$ cat src/rtl/disp_arbiter_amisha_pkg.sv
// disp_arbiter_amisha_pkg
// Shared definitions for the two-requester display arbiter: the ownership
// FSM encoding, the hold-counter width and the default decimal-point
// pattern shown while nobody owns the display.
package disp_arbiter_amisha_pkg;

  // Who currently owns the display
  typedef enum logic [1:0] {
    IDLE = 2'd0,
    OWN0 = 2'd1,
    OWN1 = 2'd2
  } state_t;

  // Width of the contested-hold counter
  localparam int HOLD_W = 24;

  // Decimal points driven while the display is unowned (all segments off)
  localparam logic [3:0] IDLE_DP_DEFAULT = 4'b1111;

endpackage

$ cat src/rtl/disp_arbiter_amisha_if.sv
// disp_arbiter_amisha_if
// Bundles the request/data inputs of both requesters and the arbitrated
// display outputs.
//   master : requester side (drives req/hex/dp inputs, sees grant and data)
//   slave  : arbiter side
// Signals:
//   req0_amisha/req1_amisha        level-sensitive display requests
//   hex0_in_amisha/hex1_in_amisha  16-bit digit words, [15:12]=hex3..[3:0]=hex0
//   dp0_in_amisha/dp1_in_amisha    4-bit decimal points per requester
//   gnt_amisha                     one-hot-or-zero grant
//   hex_out_amisha/dp_out_amisha   digits and points toward the hex mux
//   busy_amisha                    high whenever a grant is active
interface disp_arbiter_amisha_if;
  import disp_arbiter_amisha_pkg::*;

  logic        req0_amisha;
  logic        req1_amisha;
  logic [15:0] hex0_in_amisha;
  logic [15:0] hex1_in_amisha;
  logic [3:0]  dp0_in_amisha;
  logic [3:0]  dp1_in_amisha;
  logic [1:0]  gnt_amisha;
  logic [15:0] hex_out_amisha;
  logic [3:0]  dp_out_amisha;
  logic        busy_amisha;

  modport master (
    output req0_amisha, req1_amisha, hex0_in_amisha, hex1_in_amisha,
           dp0_in_amisha, dp1_in_amisha,
    input  gnt_amisha, hex_out_amisha, dp_out_amisha, busy_amisha
  );

  modport slave (
    input  req0_amisha, req1_amisha, hex0_in_amisha, hex1_in_amisha,
           dp0_in_amisha, dp1_in_amisha,
    output gnt_amisha, hex_out_amisha, dp_out_amisha, busy_amisha
  );

endinterface

$ cat src/rtl/disp_arbiter_amisha.sv
// disp_arbiter_amisha
// Arbitrates a single 4-digit hex display between two requesters. A lone
// requester keeps the display as long as it asks; when both ask, the owner
// gets MAX_HOLD cycles before the display moves to the other side. Ties
// from IDLE go to whoever was not served last. All outputs are registered
// and the new owner's data appears on the same edge that raises its grant.
// Ports:
//   clk_amisha    sole clock, rising edge
//   reset_amisha  asynchronous active-high reset
//   bus           slave side of disp_arbiter_amisha_if (requests, data in,
//                 grant, data out, busy)
// Parameters:
//   MAX_HOLD      contested time slice in clock cycles
//   IDLE_DP       dp_out value while the display is unowned
module disp_arbiter_amisha
  import disp_arbiter_amisha_pkg::*;
#(
  parameter logic [HOLD_W-1:0] MAX_HOLD = 24'd5_000_000,
  parameter logic [3:0]        IDLE_DP  = IDLE_DP_DEFAULT
) (
  input logic                   clk_amisha,
  input logic                   reset_amisha,
  disp_arbiter_amisha_if.slave  bus
);

  state_t              state_q, state_d;
  logic [HOLD_W-1:0]   cnt_q, cnt_d;
  logic                lp_q, lp_d;
  logic [1:0]          gnt_q, gnt_d;
  logic [15:0]         hex_q, hex_d;
  logic [3:0]          dp_q, dp_d;
  logic                busy_q, busy_d;

  logic                req0, req1;
  logic                holdDone;
  logic                contested;

  assign req0      = bus.req0_amisha;
  assign req1      = bus.req1_amisha;
  assign holdDone  = (cnt_q == MAX_HOLD - 1'b1);
  assign contested = (state_q != IDLE) && req0 && req1;

  // State, hold counter and last-served pointer. lp resets to 1 so that
  // requester 0 wins the very first tie.
  always_ff @(posedge clk_amisha or posedge reset_amisha) begin
    if (reset_amisha) begin
      state_q <= IDLE;
      cnt_q   <= '0;
      lp_q    <= 1'b1;
    end else begin
      state_q <= state_d;
      cnt_q   <= cnt_d;
      lp_q    <= lp_d;
    end
  end

  // Next ownership. Dropping a request hands over directly to a waiting
  // peer with no idle cycle; a contested owner yields once its slice ends.
  always_comb begin
    state_d = state_q;
    case (state_q)
      IDLE: begin
        if (req0 && req1)  state_d = lp_q ? OWN0 : OWN1;
        else if (req0)     state_d = OWN0;
        else if (req1)     state_d = OWN1;
      end
      OWN0: begin
        if (!req0)                 state_d = req1 ? OWN1 : IDLE;
        else if (req1 && holdDone) state_d = OWN1;
      end
      OWN1: begin
        if (!req1)                 state_d = req0 ? OWN0 : IDLE;
        else if (req0 && holdDone) state_d = OWN0;
      end
      default: state_d = IDLE;
    endcase
  end

  // Counter only runs while the owner is contested and cleared on every
  // ownership change, so it tops out at MAX_HOLD-1 and never wraps.
  always_comb begin
    cnt_d = '0;
    if ((state_d == state_q) && contested) cnt_d = cnt_q + HOLD_W'(1);
    lp_d = lp_q;
    if (state_d == OWN0) lp_d = 1'b0;
    if (state_d == OWN1) lp_d = 1'b1;
  end

  // Output values are decoded from the upcoming state so the grant and the
  // new owner's data land on the same edge.
  always_comb begin
    gnt_d  = 2'b00;
    hex_d  = 16'h0000;
    dp_d   = IDLE_DP;
    busy_d = 1'b0;
    case (state_d)
      OWN0: begin
        gnt_d  = 2'b01;
        hex_d  = bus.hex0_in_amisha;
        dp_d   = bus.dp0_in_amisha;
        busy_d = 1'b1;
      end
      OWN1: begin
        gnt_d  = 2'b10;
        hex_d  = bus.hex1_in_amisha;
        dp_d   = bus.dp1_in_amisha;
        busy_d = 1'b1;
      end
      default: ;
    endcase
  end

  // Output registers
  always_ff @(posedge clk_amisha or posedge reset_amisha) begin
    if (reset_amisha) begin
      gnt_q  <= 2'b00;
      hex_q  <= 16'h0000;
      dp_q   <= IDLE_DP;
      busy_q <= 1'b0;
    end else begin
      gnt_q  <= gnt_d;
      hex_q  <= hex_d;
      dp_q   <= dp_d;
      busy_q <= busy_d;
    end
  end

  assign bus.gnt_amisha     = gnt_q;
  assign bus.hex_out_amisha = hex_q;
  assign bus.dp_out_amisha  = dp_q;
  assign bus.busy_amisha    = busy_q;

endmodule

$ cat src/flat_wrapper.sv
// flat-port wrapper written by rule: the top's interface ports become plain ports
module disp_arbiter_amisha_flat import disp_arbiter_amisha_pkg::*;
#(
  parameter logic [HOLD_W-1:0] MAX_HOLD = 24'd5_000_000,
  parameter logic [3:0]        IDLE_DP  = IDLE_DP_DEFAULT
)
  (clk_amisha, reset_amisha, bus_req0_amisha, bus_req1_amisha, bus_hex0_in_amisha, bus_hex1_in_amisha, bus_dp0_in_amisha, bus_dp1_in_amisha, bus_gnt_amisha, bus_hex_out_amisha, bus_dp_out_amisha, bus_busy_amisha);
  disp_arbiter_amisha_if bus_i ();
  input logic clk_amisha;
  input logic reset_amisha;
  input wire logic [$bits(bus_i.req0_amisha)-1:0] bus_req0_amisha;
  input wire logic [$bits(bus_i.req1_amisha)-1:0] bus_req1_amisha;
  input wire logic [$bits(bus_i.hex0_in_amisha)-1:0] bus_hex0_in_amisha;
  input wire logic [$bits(bus_i.hex1_in_amisha)-1:0] bus_hex1_in_amisha;
  input wire logic [$bits(bus_i.dp0_in_amisha)-1:0] bus_dp0_in_amisha;
  input wire logic [$bits(bus_i.dp1_in_amisha)-1:0] bus_dp1_in_amisha;
  output wire logic [$bits(bus_i.gnt_amisha)-1:0] bus_gnt_amisha;
  output wire logic [$bits(bus_i.hex_out_amisha)-1:0] bus_hex_out_amisha;
  output wire logic [$bits(bus_i.dp_out_amisha)-1:0] bus_dp_out_amisha;
  output wire logic [$bits(bus_i.busy_amisha)-1:0] bus_busy_amisha;
  assign bus_i.req0_amisha = bus_req0_amisha;
  assign bus_i.req1_amisha = bus_req1_amisha;
  assign bus_i.hex0_in_amisha = bus_hex0_in_amisha;
  assign bus_i.hex1_in_amisha = bus_hex1_in_amisha;
  assign bus_i.dp0_in_amisha = bus_dp0_in_amisha;
  assign bus_i.dp1_in_amisha = bus_dp1_in_amisha;
  assign bus_gnt_amisha = bus_i.gnt_amisha;
  assign bus_hex_out_amisha = bus_i.hex_out_amisha;
  assign bus_dp_out_amisha = bus_i.dp_out_amisha;
  assign bus_busy_amisha = bus_i.busy_amisha;
  disp_arbiter_amisha #(.MAX_HOLD(MAX_HOLD), .IDLE_DP(IDLE_DP)) u_core (.clk_amisha(clk_amisha), .reset_amisha(reset_amisha), .bus(bus_i));
endmodule
$ cat config.mk
export PLATFORM = sky130hd
export DESIGN_NAME = disp_arbiter_amisha_flat
export DESIGN_NICKNAME = d
export VERILOG_FILES = /design/src/rtl/disp_arbiter_amisha_pkg.sv /design/src/rtl/disp_arbiter_amisha_if.sv /design/src/rtl/disp_arbiter_amisha.sv /design/src/flat_wrapper.sv
export SDC_FILE = /design/constraint.sdc
export NUM_CORES = 1
export LEC_CHECK = 0
export BUFFER_PORTS_ARGS = -buffer_cell sky130_fd_sc_hd__buf_2
export CORE_ASPECT_RATIO = 1.2
export CORE_UTILIZATION = 51
export DETAILED_ROUTE_END_ITERATION = 8
export GPL_TIMING_DRIVEN = 0
export PLACE_DENSITY = 0.9
export SLEW_MARGIN = 20
export SYNTH_ARGS = -nofsm -noshare
export SYNTH_HDL_FRONTEND = slang
export SYNTH_SLANG_ARGS = --single-unit
$ cat constraint.sdc
create_clock -name clk_amisha -period 10.77 [get_ports clk_amisha]
set_clock_uncertainty 0.15 [all_clocks]
set_input_delay 1.077 -clock clk_amisha [delete_from_list [all_inputs] [get_ports clk_amisha]]
set_output_delay 1.077 -clock clk_amisha [all_outputs]
set_load 0.02 [all_outputs]
# Word level (Yosys, flattened, before mapping)
# Index checks and enable logic that the tools add are counted.
word_totals:
  ff_bits: 50
  inputBits: 44
  out_inout_bits: 23
  elab_cells: 42
op_classes:
  add_sub_neg: 1
  eq_ne: 6
  mux: 18
  reduce_logical: 10
ops:
  columns: ["cell", "n"]
  rows:
  - ["$pmux W16 S2", 1]
  - ["$add A24 B1 Y24 const B", 1]
  - ["$eq A24 B23 Y1 const B", 1]
  - ["$mux W24", 1]
  - ["$mux W2", 9]
  - ["$pmux W4 S2", 1]
  - ["$logic_and A1 B1 Y1", 6]
  - ["$pmux W2 S3", 1]
  - ["$eq A2 B1 Y1 const B", 2]
  - ["$eq A2 B2 Y1 const B", 2]
  - ["$mux W1", 4]
  - ["$pmux W2 S2", 1]
  - ["$reduce_bool A2 Y1", 2]
  - ["$eq A2 B2 Y1", 1]
  - ["$logic_not A2 Y1", 1]
  - ["$reduce_or A2 Y1", 1]

# Longest topological paths before layout
depth:
  word_depth: 8
  ltp_mapped: 10
  ltp_nobuf: 8

# Worst setup path after synthesis
# Ideal clock, no wire load.
synth_path:
  kind: "reg-to-reg"
  startpoint: "register u_core.cnt_q[12]"
  endpoint: "register u_core.hex_q[0] (netlist: u_core.bus.hex_out_amisha[0])"
  setup_time_ns: 0.066
  arrival_time_ns: 3.234
  required_ns: 10.554
  path_slack_ns: 7.320
  stages_incl_launch_ff: 10
  n_path_buf: 2
  period_less_slack_ns: 3.450
  cell_sequence: "dfrtp_1 or4_1 or4_4 or4_4 a31o_1 ha_1 nor2b_1 clkbuf_1 clkbuf_1 a22o_1"
synth_between:
  elab_chain_cells: 7
  elab_cells_between_ends: 11
  classes_between: "3 x eq/ne; 6 x mux; 2 x reduce/logical"
synth_lines:
  columns: ["element", "line", "rtl"]
  rows:
  - ["start, declared", "disp_arbiter_amisha.sv:27", "logic [HOLD_W-1:0] cnt_q, cnt_d;"]
  - ["start signal, assigned", "disp_arbiter_amisha.sv:52", "cnt_q <= cnt_d;"]
  - ["$eq A24 B23 Y1 *", "disp_arbiter_amisha.sv:40", "assign holdDone = (cnt_q == MAX_HOLD - 1'b1);"]
  - ["$logic_and A1 B1 Y1 (on tied branches)", "disp_arbiter_amisha.sv:73, disp_arbiter_amisha.sv:69", null]
  - ["$mux W2 (on tied branches)", "disp_arbiter_amisha.sv:73, disp_arbiter_amisha.sv:69", null]
  - ["$mux W2 (on tied branches)", "disp_arbiter_amisha.sv:72, disp_arbiter_amisha.sv:68", null]
  - ["$pmux W2 S3 *", "disp_arbiter_amisha.sv:61", "case (state_q)"]
  - ["$eq A2 B2 Y1 / $eq A2 B1 Y1 (equally long branches)", "disp_arbiter_amisha.sv:96", "case (state_d)"]
  - ["$pmux W16 S2 *", "disp_arbiter_amisha.sv:96", null]
  - ["named net u_core.hex_d[0]", "disp_arbiter_amisha.sv:30", "logic [15:0] hex_q, hex_d;"]
  - ["end signal, assigned", "disp_arbiter_amisha.sv:117", "hex_q <= 16'h0000;"]
  - ["end signal, assigned", "disp_arbiter_amisha.sv:122", "hex_q <= hex_d;"]
  - ["end, declared", "disp_arbiter_amisha.sv:30", null]
# Mark *: on every way through the listed nets, which the timed path passes. The rest lies on a longest branch.
# A chain may end at the register's enable or synchronous reset.

# Worst setup path after layout
# Same ends and word-level chain as after synthesis.

==> metrics <==
status=finished, final reports clean; Via Count=1,905; Core Rows=26; fraction of layout instances using a drive strength above 1=31.07%; R2R Path Start=u_core.cnt_q[12]$_DFF_PP0_; ANT nets after route=0; Max Slew Vio Count=0; Resized cells post-CTS=0; minimum clock period=3879 ps; I/O pins=67; Placer Congestion=0.8229; worst path cell trace=or4_1 -> or4_4 -> or4_4 -> a31o_1 -> ha_1 -> nor2b_1 -> clkbuf_1 -> clkbuf_1 -> a22o_1; Worst Path Buf+Inv=2; crit start category=flip-flop; number of global-route vias before repair=1,864; setup repair bufs after CTS=0; antenna violations before repair=0; Iter 0 DRT Violations=106; die height=74.86 um; Util after Layout=65.21%; Post-synth EDFFs=0; Critical Path End Type=flip-flop; Num Clock Sinks=50; Peak VDD IR=85.72 uV; Vias/cell=5.670; slowest stage delay, CP=540 ps; CP max stage cell=or4_1; Max Clk Rate=257.8 MHz; Sum Neg Setup Slack=0 ps; ANT cells=0; launch point of the critical path=u_core.cnt_q[12]$_DFF_PP0_; routed length per placed instance=15.23 um; post-synth cell types=36; first-pass GRT wire length=8231 um; final net count=328; synthesized instance count=205; Die Area=4695 um2; Rel. slew slack=55.35%; Initial DRT Pass Iterations=4; setup ws final=6891 ps; Worst EP required=10,870 ps; Final Hold Fails=0; yosys warns=0; Final period util=36.02%; Max-cap violations=0; critical path type=flip-flop to flip-flop; worst slack, placed=6955 ps; All-Layer GR Usage=22.66%; Reg2Reg Depth=9; RSZ-0062 raised after global routing=no; total core area=4262 um2; cell area after layout=2779 um2; post-synth top area cell=dfrtp_1; Reg clk slew, reported paths=90 ps; CTS tree=yes; most common cell in the netlist=dfrtp_1; Clk Latency, worst-skew pair=320 ps; commonest cells in the netlist=dfrtp_1, nor2_1, a22o_1, nand2_1, xnor2_1; Synth Flop Type=dfrtp_1; gr ovfl total=0; Static Leak=0.001287 uW; R2R setup slack=6890 ps; Worst Max-Slew Pin Slew=668.8 ps; H-tree depth=2; PD cells=150.9 nW/um2; # setup viols final=0; worst hold path class=flip-flop to flip-flop; HPWL after detailed placement=3715 um; Levels on crit path=9; drt drc=0; Total Wirelength=5117 um; Die X=62.72 um; Num CTS Buffers=5; Critical R2R Capture=u_core.bus.hex_out_amisha[0]$_DFF_PP0_; ranking of synthesized cells by area=dfrtp_1, a22o_1, dfstp_2, xnor2_1, nor2_1; synthesis-stage register bit count=50; mapped cell area=2256 um2; Filler cells=329; Seq/Total Area, Yosys=55.74%; top-area cell type share of the netlist area=49.92%; largest net degree at the start of global routing=30; syn nets=254; CP Max Fanout=10; Port Buf Inserts=66; delay-heaviest family, CP=simple AND/OR/NAND/NOR gates; critical path endpoint=u_core.bus.hex_out_amisha[0]$_DFF_PP0_; Initial Util=52.94%; synthesized area per cell=11.00 um2; P&R area growth vs syn=23.18%; WP data arrival=3980 ps; worst hold path startpoint=u_core.cnt_q[0]$_DFF_PP0_; Post-synth ARST share=100.0%; CTS Hold Bufs=0; CTS max path bufs=2; Placed Area=2684 um2; root buf cell=clkbuf_8
## how the worst min path moves through the flow
stage	end	depth (start not counted)
finish	u_core.cnt_q[0]$_DFF_PP0_	1
global route	u_core.cnt_q[0]$_DFF_PP0_	1
floorplan	u_core.cnt_q[0]$_DFF_PP0_	1
CTS	u_core.cnt_q[0]$_DFF_PP0_	1
detailed placement	u_core.cnt_q[0]$_DFF_PP0_	1
global placement	u_core.cnt_q[0]$_DFF_PP0_	1
## through the flow
step / std cells / power, uW / hold WS (ps)
final: 336 / 419.3 / 372.3
after global routing: 336 / 438.1 / 407.4
after CTS: 336 / 421.7 / 371.9
after detailed placement: 328 / 308.3 / 358.6
after global placement: 327 / 302.3 / 339.0
after floorplan: 205 / 274.4 / 318.1
## metal layers
metal,track usage [%],share of wire (%),vias to the layer above,wire length [um]
met2,41.91,55,59,2833
met4,8.527,1.9,0,98
met3,4.545,3.8,11,195
met5,0,0,-,0
li1,-,-,900,-
met1,26.28,39,935,1989
## cells by family (layout without fill, tap and decap cells)
kind of cell / after synthesis / count (layout) / synth area share [%]
simple gates: 76 / 76 / 18.52
flops: 50 / 50 / 55.74
compound gates: 44 / 44 / 14.53
xor+xnor: 15 / 15 / 5.823
buf+inv: 15 / 90 / 2.607
fa+ha+maj: 5 / 5 / 2.773
## power by group
group	leakage [uW]	internal (uW)	total (uW)	switching, uW
sequential	0.000668	209	217	7.98
clock	0.0000491	47.9	115	67.4
combinational	0.000570	34.4	87.0	52.6
## worst register-to-register path: cells and delay by family, from the launching register on
family | cells | cell delay (ps)
DFF | 1 | 440
adders and majority gates | 1 | 400
AOI/OAI and AO/OA | 2 | 450
and+or+nand+nor | 4 | 1660
buffers and inverters | 2 | 730
## state kept, by name, summed over array words and instances (netlist names)
register and cells:
u_core.bus.gnt_amisha 2, u_core.lp_q 1, u_core.bus.dp_out_amisha 4, u_core.cnt_q 24
u_core.bus.hex_out_amisha 16, u_core.bus.busy_amisha 1, u_core.state_q 2
## cell usage in the layout, fill, tap and decap left out, types with 3 or more instances in the layout
cell and n:
ha_1 5, or3_1 5, o21ai_0 6, dfrtp_1 45, a21oi_1 8, a22o_1 16
nor4_1 3, o31ai_1 3, xnor2_1 10, buf_2 68, nor2_1 22, clkbuf_1 6
nand3_1 7, clkbuf_8 5, nor3_1 4, or4_1 6, inv_1 6, nand2_1 12
nand4_1 5, dfstp_2 5, a221o_1 4, xor2_1 5
## cell type report
| cell class | instances | area (um2) | area share, % |
|---|---|---|---|
| Clock inverter | 3 | 26.28 | 0.9455 |
| Sequential cell | 50 | 1257 | 45.25 |
| Clock buffer | 5 | 68.82 | 2.476 |
| Buffer | 8 | 32.53 | 1.171 |
| Inverter | 7 | 26.28 | 0.9455 |
| Tap cell | 56 | 70.07 | 2.521 |
| Timing Repair Buffer | 67 | 357.8 | 12.88 |
| Multi-Input combinational cell | 140 | 939.7 | 33.81 |
No activity file was read; power rests on OpenSTA's default activity.
